### config.mk
export PLATFORM = sky130hd
export DESIGN_NAME = vx_mask_scanner_flat
export DESIGN_NICKNAME = d
export VERILOG_FILES = /design/src/rtl/vx_mask_scanner_pkg.sv /design/src/rtl/vx_mask_scanner_if.sv /design/src/rtl/vx_mask_scanner_pick.sv /design/src/rtl/vx_mask_scanner.sv /design/src/flat_wrapper.sv
export SDC_FILE = /design/constraint.sdc
export NUM_CORES = 1
export LEC_CHECK = 0
export CAP_MARGIN = 20
export CELL_PAD_IN_SITES_DETAIL_PLACEMENT = 0
export CELL_PAD_IN_SITES_GLOBAL_PLACEMENT = 2
export CORE_ASPECT_RATIO = 0.6
export CORE_UTILIZATION = 30
export DETAILED_ROUTE_END_ITERATION = 16
export HOLD_SLACK_MARGIN = 0.12
export PLACE_DENSITY_LB_ADDON = 0.1
export SLEW_MARGIN = 20
export SYNTH_ARGS = -nofsm -noshare
export SYNTH_HDL_FRONTEND = slang
export SYNTH_SLANG_ARGS = --single-unit
### constraint.sdc
create_clock -name clk -period 3.65 [get_ports clk]
set_input_delay 0.73 -clock clk [delete_from_list [all_inputs] [get_ports clk]]
set_output_delay 0.73 -clock clk [all_outputs]
set_load 0.05 [all_outputs]
### src/rtl/vx_mask_scanner_pkg.sv
// rtl/vx_mask_scanner_pkg.sv - shared helpers for the mask scanner
package vx_mask_scanner_pkg;

  function automatic int log2up(input int n);
    return (n > 1) ? $clog2(n) : 1;
  endfunction

  // Beats a mask with pop set bits takes to drain; an empty mask still takes one beat
  function automatic int beat_count(input int pop, input int lanes);
    return (pop == 0) ? 1 : (pop + lanes - 1) / lanes;
  endfunction

endpackage

### src/rtl/vx_mask_scanner_if.sv
// rtl/vx_mask_scanner_if.sv - mask-in / index-beat-out handshake bundle
interface vx_mask_scanner_if
  import vx_mask_scanner_pkg::*;
#(
  parameter int N     = 16,
  parameter int LANES = 2,
  parameter int TAG_W = 4
) ();
  localparam int LN = log2up(N);

  logic                  valid_in;
  logic [N-1:0]          data_in;
  logic [TAG_W-1:0]      tag_in;
  logic                  ready_in;
  logic                  valid_out;
  logic [LANES*LN-1:0]   data_out;
  logic [LANES-1:0]      mask_out;
  logic [TAG_W-1:0]      tag_out;
  logic                  last_out;
  logic                  ready_out;

  modport master (
    output valid_in, data_in, tag_in, ready_out,
    input  ready_in, valid_out, data_out, mask_out, tag_out, last_out
  );

  modport slave (
    input  valid_in, data_in, tag_in, ready_out,
    output ready_in, valid_out, data_out, mask_out, tag_out, last_out
  );
endinterface

### src/rtl/vx_mask_scanner_pick.sv
// rtl/vx_mask_scanner_pick.sv - combinational find-first-set returning index and one-hot
module vx_mask_scanner_pick
  import vx_mask_scanner_pkg::*;
#(
  parameter int N       = 16,
  parameter int REVERSE = 0
) (
  input  logic [N-1:0]           i_req,
  output logic                   o_valid,
  output logic [log2up(N)-1:0]   o_index,
  output logic [N-1:0]           o_onehot
);
  localparam int LN = log2up(N);

  always_comb begin
    o_valid  = 1'b0;
    o_index  = '0;
    o_onehot = '0;
    for (int i = 0; i < N; i++) begin
      if (!o_valid && i_req[(REVERSE != 0) ? (N - 1 - i) : i]) begin
        o_valid = 1'b1;
        o_index = LN'((REVERSE != 0) ? (N - 1 - i) : i);
        o_onehot[(REVERSE != 0) ? (N - 1 - i) : i] = 1'b1;
      end
    end
  end
endmodule

### src/rtl/vx_mask_scanner.sv
// rtl/vx_mask_scanner.sv - drains a request mask into beats of up to LANES set-bit indices
module vx_mask_scanner
  import vx_mask_scanner_pkg::*;
#(
  parameter int N       = 16,
  parameter int LANES   = 2,
  parameter int REVERSE = 0,
  parameter int TAG_W   = 4
) (
  input  logic            clk,
  input  logic            reset_n,
  vx_mask_scanner_if.slave bus
);
  localparam int LN = log2up(N);

  logic                        r_busy;
  logic [N-1:0]                r_rem;
  logic [TAG_W-1:0]            r_tag;

  logic [LANES-1:0]            w_lane_valid;
  logic [LANES-1:0][LN-1:0]    w_lane_idx;
  logic [N-1:0]                w_emitted;
  logic                        w_last;
  logic                        w_ready;
  logic                        w_accept;
  logic                        w_fire;

  // Each lane sees what the higher-priority lanes left behind; w_acc tracks bits taken so far
  for (genvar k = 0; k < LANES; k++) begin : g_lane
    logic [N-1:0] w_req;
    logic [N-1:0] w_hot;
    logic [N-1:0] w_acc;

    if (k == 0) begin : g_head
      assign w_req = r_rem;
      assign w_acc = w_hot;
    end else begin : g_tail
      assign w_req = g_lane[k-1].w_req & ~g_lane[k-1].w_hot;
      assign w_acc = g_lane[k-1].w_acc | w_hot;
    end

    vx_mask_scanner_pick #(
      .N       (N),
      .REVERSE (REVERSE)
    ) u_pick (
      .i_req    (w_req),
      .o_valid  (w_lane_valid[k]),
      .o_index  (w_lane_idx[k]),
      .o_onehot (w_hot)
    );
  end

  assign w_emitted = g_lane[LANES-1].w_acc;
  assign w_last    = r_busy && ((r_rem & ~w_emitted) == '0);
  assign w_fire    = r_busy && bus.ready_out;
  assign w_ready   = !r_busy || (bus.ready_out && w_last);
  assign w_accept  = bus.valid_in && w_ready;

  assign bus.ready_in  = w_ready;
  assign bus.valid_out = r_busy;
  assign bus.data_out  = w_lane_idx;
  assign bus.mask_out  = w_lane_valid;
  assign bus.tag_out   = r_tag;
  assign bus.last_out  = w_last;

  // A new mask accepted on the final beat overwrites rem directly, so there is no idle bubble
  always_ff @(posedge clk or negedge reset_n) begin
    if (!reset_n) begin
      r_busy <= 1'b0;
      r_rem  <= '0;
      r_tag  <= '0;
    end else if (w_accept) begin
      r_busy <= 1'b1;
      r_rem  <= bus.data_in;
      r_tag  <= bus.tag_in;
    end else if (w_fire) begin
      r_rem <= r_rem & ~w_emitted;
      if (w_last) begin
        r_busy <= 1'b0;
      end
    end
  end
endmodule
### src/flat_wrapper.sv
// flat-port wrapper written by rule: the top's interface ports become plain ports
module vx_mask_scanner_flat import vx_mask_scanner_pkg::*;
#(
  parameter int N       = 16,
  parameter int LANES   = 2,
  parameter int REVERSE = 0,
  parameter int TAG_W   = 4
)
  (clk, reset_n, bus_valid_in, bus_data_in, bus_tag_in, bus_ready_out, bus_ready_in, bus_valid_out, bus_data_out, bus_mask_out, bus_tag_out, bus_last_out);
  vx_mask_scanner_if #(.N(N), .LANES(LANES), .TAG_W(TAG_W)) bus_i ();
  input  logic clk;
  input  logic reset_n;
  input wire logic [$bits(bus_i.valid_in)-1:0] bus_valid_in;
  input wire logic [$bits(bus_i.data_in)-1:0] bus_data_in;
  input wire logic [$bits(bus_i.tag_in)-1:0] bus_tag_in;
  input wire logic [$bits(bus_i.ready_out)-1:0] bus_ready_out;
  output wire logic [$bits(bus_i.ready_in)-1:0] bus_ready_in;
  output wire logic [$bits(bus_i.valid_out)-1:0] bus_valid_out;
  output wire logic [$bits(bus_i.data_out)-1:0] bus_data_out;
  output wire logic [$bits(bus_i.mask_out)-1:0] bus_mask_out;
  output wire logic [$bits(bus_i.tag_out)-1:0] bus_tag_out;
  output wire logic [$bits(bus_i.last_out)-1:0] bus_last_out;
  assign bus_i.valid_in = bus_valid_in;
  assign bus_i.data_in = bus_data_in;
  assign bus_i.tag_in = bus_tag_in;
  assign bus_i.ready_out = bus_ready_out;
  assign bus_ready_in = bus_i.ready_in;
  assign bus_valid_out = bus_i.valid_out;
  assign bus_data_out = bus_i.data_out;
  assign bus_mask_out = bus_i.mask_out;
  assign bus_tag_out = bus_i.tag_out;
  assign bus_last_out = bus_i.last_out;
  vx_mask_scanner #(.N(N), .LANES(LANES), .REVERSE(REVERSE), .TAG_W(TAG_W)) u_core (.clk(clk), .reset_n(reset_n), .bus(bus_i));
endmodule
==> out/summary.txt, run 1 <==
Starting density of the core -> 32.3%
Mean post-synth cell area -> 7.76 sq um
Wire length of the first global-routing pass -> 11200 microns
Root Buffer -> clkbuf_16
Count of cell types in the netlist -> 62
GRT overflow -> 0
Placed cells -> 383
Setup Viol. Count Final -> 0
Layout cells sized above 1 -> 25.4%
Worst Skew -> 2.49 ps
CP arrival -> 2850 ps
Util after Layout -> 44.2%
Hold-fix buffers, CTS -> 0
Fraction of the mapped netlist area in adder cells -> 2.49%
Post-synth top area share -> 25.5%
FMAX -> 279 MHz
Die Height -> 66.1 microns
Vias in the first global route -> 2067
HPWL Detailed -> 5420 microns
Nets -> 336
Main flop type after synthesis -> dfrtp_1
Worst Hold Class -> primary input to asynchronous set/reset pin
Die area -> 7200 sq um
Via Count -> 2283
Initial DRC Count -> 144
# H-tree levels -> 1
GRT Total Usage -> 20.6%
Area grow syn2layout -> 36.6%
Kind of end point of the critical path -> output pin
Reg-to-Reg Start -> u_core.g_lane[0].w_req[4]
Worst-margin pin slew -> 527 ps
Status -> finished clean
Synth area leader -> dfrtp_1
Core Box Area -> 6360 sq um
Most frequent cells after synthesis -> nand2_1, nor2_1, dfrtp_1, o21ai_0, clkbuf_1
Cell count after synthesis -> 265
Final Hold Fails -> 0
Worst-path fanout max -> 6
Crit path from -> u_core.g_lane[0].w_req[4]
Clk slew on worst S/H paths -> 60 ps
Worst-Skew Late Latency -> 260 ps
First-pass DRT Iterations -> 5
WL/cell -> 18.0 microns
Post-synthesis mux area share -> 3.77%
Slew Viols, Final -> 0
Period utilization -> 98.1%
Pre-CTS setup slack -> 227 ps
Final worst slack -> 68.1 ps
Post-synthesis register bit count -> 21
Worst EP required -> 2920 ps
Most frequent cell after synthesis -> nand2_1
WS Path Type -> flop to output pin
Die Span X -> 109 microns
Post-route DRC -> 0
Synth Area in Simple Gates -> 26.0%
XOR/XNOR share of the synthesized area -> 0.852%
Cell area after synthesis -> 2060 sq um
Setup crit start kind -> flop
Rel. slew slack -> 64.9%
Max-cap viol count -> 0
Synth top area cells -> dfrtp_1, nand2_1, o21ai_0
CTS Buffer Depth -> 2
Sink Count -> 21
ANT cells -> 0
RSZ-0062 raised after global routing -> yes
Count of non-filler cells in the finished layout -> 395
EDFF count, synth -> 0
Ys async rst share -> 100%
Via/cell ratio -> 5.78
Syn Nets -> 289
Final WL -> 7100 microns
IO Count -> 41
Placer Congestion -> 0.833
Post-synthesis compound-gate area fraction -> 34.2%
Register area share after synthesis -> 25.5%
Ys Warns -> 0
Largest family of logic cells by synthesized area -> compound AO/OA/AOI/OAI gates
Tmin final -> 3580 ps
Pin count of the biggest net entering global routing -> 22
Post-DRT Antenna Nets -> 0
CTS tree -> done
Rows -> 22
Cts bufs inserted -> 3
I/O Buffers -> 40
Initial antenna violation count -> 0
final cells by class:
| class | instances | area (sq um) |
|---|---|---|
| inverters | 6 | 22.5 |
| clock inverters | 1 | 7.51 |
| flip-flops and latches | 21 | 526 |
| clock buffers | 3 | 75.1 |
| well taps | 84 | 105 |
| repair buffers | 66 | 628 |
| multi-input cells | 214 | 1450 |
| fillers | 640 | 3550 |
worst paths after layout:
kind,to,slack (ps),cells past startpoint
hold / removal,u_core.g_lane[0].w_req[0],430,1
setup / recovery,bus_ready_in,70,9
max in group asynchronous,u_core.g_lane[0].w_req[12],2890,1
min in group clk,u_core.bus.tag_out[0],500,1
setup reg to reg,u_core.bus.tag_out[0],530,9
hold reg to reg,u_core.bus.tag_out[0],500,1
state kept, by name, indices dropped and copies added (netlist names):
register and cells:
u_core.bus.tag_out 4, u_core.g_lane.w_req 16, u_core.bus.valid_out 1
per-stage QoR:
step / hold WS, ps / area (sq um) / setup TNS, ps
finish: 425 / 2810 / 0
global route: 465 / 2810 / -32.2
CTS: 511 / 2720 / 0
detailed placement: 497 / 2610 / 0
global placement: 488 / 2610 / 0
floorplan: 434 / 2060 / 0
layer usage:
metal | global-route usage, % | part of all wire [%] | vias up
li1 | - | - | 1095
met1 | 34.4 | 54 | 1100
met2 | 26.8 | 39 | 84
met3 | 2.56 | 6.7 | 4
met4 | 3.55 | 0.38 | 0
met5 | 0 | 0 | -
cell families (layout without fill, tap and decap cells):
family / after synthesis / in the layout
adder cells (fa/ha/maj): 5 / 5
XOR/XNOR: 2 / 2
multiplexers: 6 / 6
buffers and inverters: 30 / 76
AND/OR/NAND/NOR: 103 / 103
flip-flops: 21 / 21
AO/OA/AOI/OAI: 98 / 98
critical path, stage by stage, from the launching register on:
cell and delay, ps:
dfrtp_1 370, or4_4 560, or3_4 440, maj3_2 350, nand2_2 110, o2111a_1 220, and3_4 210, nand2_1 90
nand2_2 100, buf_12 140
repair_timing:
| action | in CTS | in global routing |
|---|---|---|
| buffers inserted | 3 | 5 |
| setup endpoints to repair | 3 | 4 |
| cloned | 0 | 0 |
| pin swaps | 1 | 7 |
| resized for setup | 1 | 15 |
cell usage in the layout (no fill, tap or decap), types with 4 or more instances in the layout:
master	Yosys	routed
a211oi_1	6	6
a21o_1	4	4
a21oi_1	15	14
a32o_1	7	7
buf_12	0	5
buf_4	2	31
clkdlybuf4s50_1	0	29
dfrtp_1	21	21
inv_1	5	5
nand2_1	29	26
nand2b_1	4	4
nand3_1	8	6
nor2_1	24	23
nor3_1	7	7
o211ai_1	4	4
o21ai_0	21	19
o22ai_1	4	4
or2_2	11	10
Power of run 1 is left out: the tool's default activity adds up to more than one toggle a clock period on the data nets, which glitch-free logic cannot reach.
==> run 2, diff against run 1 <==
- SLEW_MARGIN: 20 -> default
==> out/summary.txt, run 2 (synthesis gave the netlist of run 1 again) <==
Total negative setup slack -> 0 ps (unchanged)
Met2 usage -> 26.8% (unchanged)
RSZ-0062 raised after global routing -> yes (unchanged)
Util after Layout -> 44.5% (was 44.2%)
Seq. cell area -> 526 sq um (unchanged)
IO Count -> 41 (unchanged)
Worst Skew -> 2.14 ps (was 2.49 ps)
Via/cell ratio -> 5.66 (was 5.78)
Worst-margin pin slew -> 522 ps (was 527 ps)
Status -> finished clean (unchanged)
Most common cell after layout, fill and taps aside -> buf_4 (unchanged)
Pin count of the biggest net entering global routing -> 22 (unchanged)
Rel. slew slack -> 65.2% (was 64.9%)
Worst-path fanout max -> 6 (unchanged)
Initial antenna violation count -> 0 (unchanged)
Kind of end point of the critical path -> output pin (unchanged)
Rows -> 22 (unchanged)
Multi-input gate area -> 1450 sq um (unchanged)
Layout cells sized above 1 -> 25.3% (was 25.4%)
Met3 usage -> 2.56% (unchanged)
Nets -> 337 (was 336)
Root Buffer -> clkbuf_16 (unchanged)
Final WL -> 7070 microns (was 7100 microns)
Largest register FFs -> 16 (unchanged)
Post-DP Area -> 2610 sq um (unchanged)
Placer Congestion -> 0.833 (unchanged)
Starting density of the core -> 32.3% (unchanged)
ANT cells -> 0 (unchanged)
Vias in the first global route -> 2067 (unchanged)
Most frequent cells in the layout -> buf_4, clkdlybuf4s50_1, nand2_1 (unchanged)
Final Hold Fails -> 0 (unchanged)
Post-route DRC -> 0 (unchanged)
Die Span X -> 109 microns (unchanged)
Sink Count -> 21 (unchanged)
Setup crit start kind -> flop (unchanged)
Die area -> 7200 sq um (unchanged)
Die Height -> 66.1 microns (unchanged)
# H-tree levels -> 1 (unchanged)
Initial DRC Count -> 156 (was 144)
GRT Total Usage -> 20.6% (unchanged)
HPWL Detailed -> 5420 microns (unchanged)
CTS tree -> done (unchanged)
WS Path Type -> flop to output pin (unchanged)
Wire length of the first global-routing pass -> 11200 microns (unchanged)
GRT overflow -> 0 (unchanged)
FMAX -> 279 MHz (about the same)
I/O Buffers -> 40 (unchanged)
Worst EP required -> 2920 ps (about the same)
WL/cell -> 17.9 microns (was 18.0 microns)
# fillers -> 639 (was 640)
Hold path depth -> 1
R2R depth -> 9 (unchanged)
CP arrival -> 2850 ps (about the same)
Area grow syn2layout -> 37.5% (was 36.6%)
Core Box Area -> 6360 sq um (unchanged)
Post-DRT Antenna Nets -> 0 (unchanged)
Finished Cell Area -> 2830 sq um (was 2810 sq um)
Setup Viol. Count Final -> 0 (unchanged)
Period utilization -> 98.2% (was 98.1%)
Max-cap viol count -> 0 (unchanged)
Clk slew on worst S/H paths -> 60 ps (about the same)
Cts bufs inserted -> 3 (unchanged)
Via Count -> 2240 (was 2283)
Slew Viols, Final -> 0 (unchanged)
Tmin final -> 3580 ps (about the same)
CTS Buffer Depth -> 2 (unchanged)
Met1 Resource Use GR -> 34.4% (unchanged)
Worst Hold Class -> flop to flop (was primary input to asynchronous set/reset pin)
Most Used Layer, Global Route -> met1 (unchanged)
Worst-Skew Late Latency -> 260 ps (about the same)
First-pass DRT Iterations -> 4 (was 5)
## run 2: changes by cell type in the layout (fill, tap and decap cells not counted), sizes merged
cell           before  now
clkdlybuf4s50      29   30
## run 2: routing by layer
metal	wire [microns]	share of wire [%]
met1	3760	53
met2	2770	39
met3	513	7.3
met4	25	0.35
met5	0	0
## run 2: area by class of cell
class / instances / share of cell area (%)
Clock buffer: 3 / 2.65
Clock inverter: 1 / 0.265
Inverter: 6 / 0.796
Multi-Input combinational cell: 214 / 51.1
Sequential cell: 21 / 18.6
Tap cell: 84 / 3.72
Timing Repair Buffer: 67 / 22.9
## run 2: worst max-delay path, stage by stage, from the launching register on
cell	delay, ps
dfrtp_1	370
or4_4	560
or3_4	440
maj3_2	350
nand2_2	110
o2111a_1	220
and3_4	210
nand2_1	90
nand2_2	100
buf_12	140
## run 2: timing repair
action,in CTS,in global routing
setup endpoints to repair,3,4
hold endpoints to repair,0,0
hold buffers,0,0
pin swaps,1,7
setup buffers,3,5
resized for setup,1,15
## run 2: path summary, 6_finish.rpt
| check | start | endpoint | slack (ps) |
|---|---|---|---|
| setup / recovery | u_core.g_lane[0].w_req[4] | bus_ready_in | 70 |
| setup reg to reg | u_core.g_lane[0].w_req[4] | u_core.bus.tag_out[0] | 530 |
| hold / removal | u_core.bus.tag_out[0] | u_core.bus.tag_out[0] | 500 |
| hold reg to reg | u_core.bus.tag_out[0] | u_core.bus.tag_out[0] | 500 |
| max in group asynchronous | reset_n | u_core.g_lane[0].w_req[12] | 2610 |
| min in group asynchronous | reset_n | u_core.g_lane[0].w_req[0] | 670 |
## run 2: per-stage QoR
step           setup slack (ps)  std cells  hold slack, ps
6_report                   67.5        396             504
5_1_grt                   -32.2        396             539
4_1_cts                    8.21        390             511
3_5_place_dp                227        383             497
3_3_place_gp                215        383             488
2_1_floorplan               107        265             434
Power of run 2 is left out for the same reason.
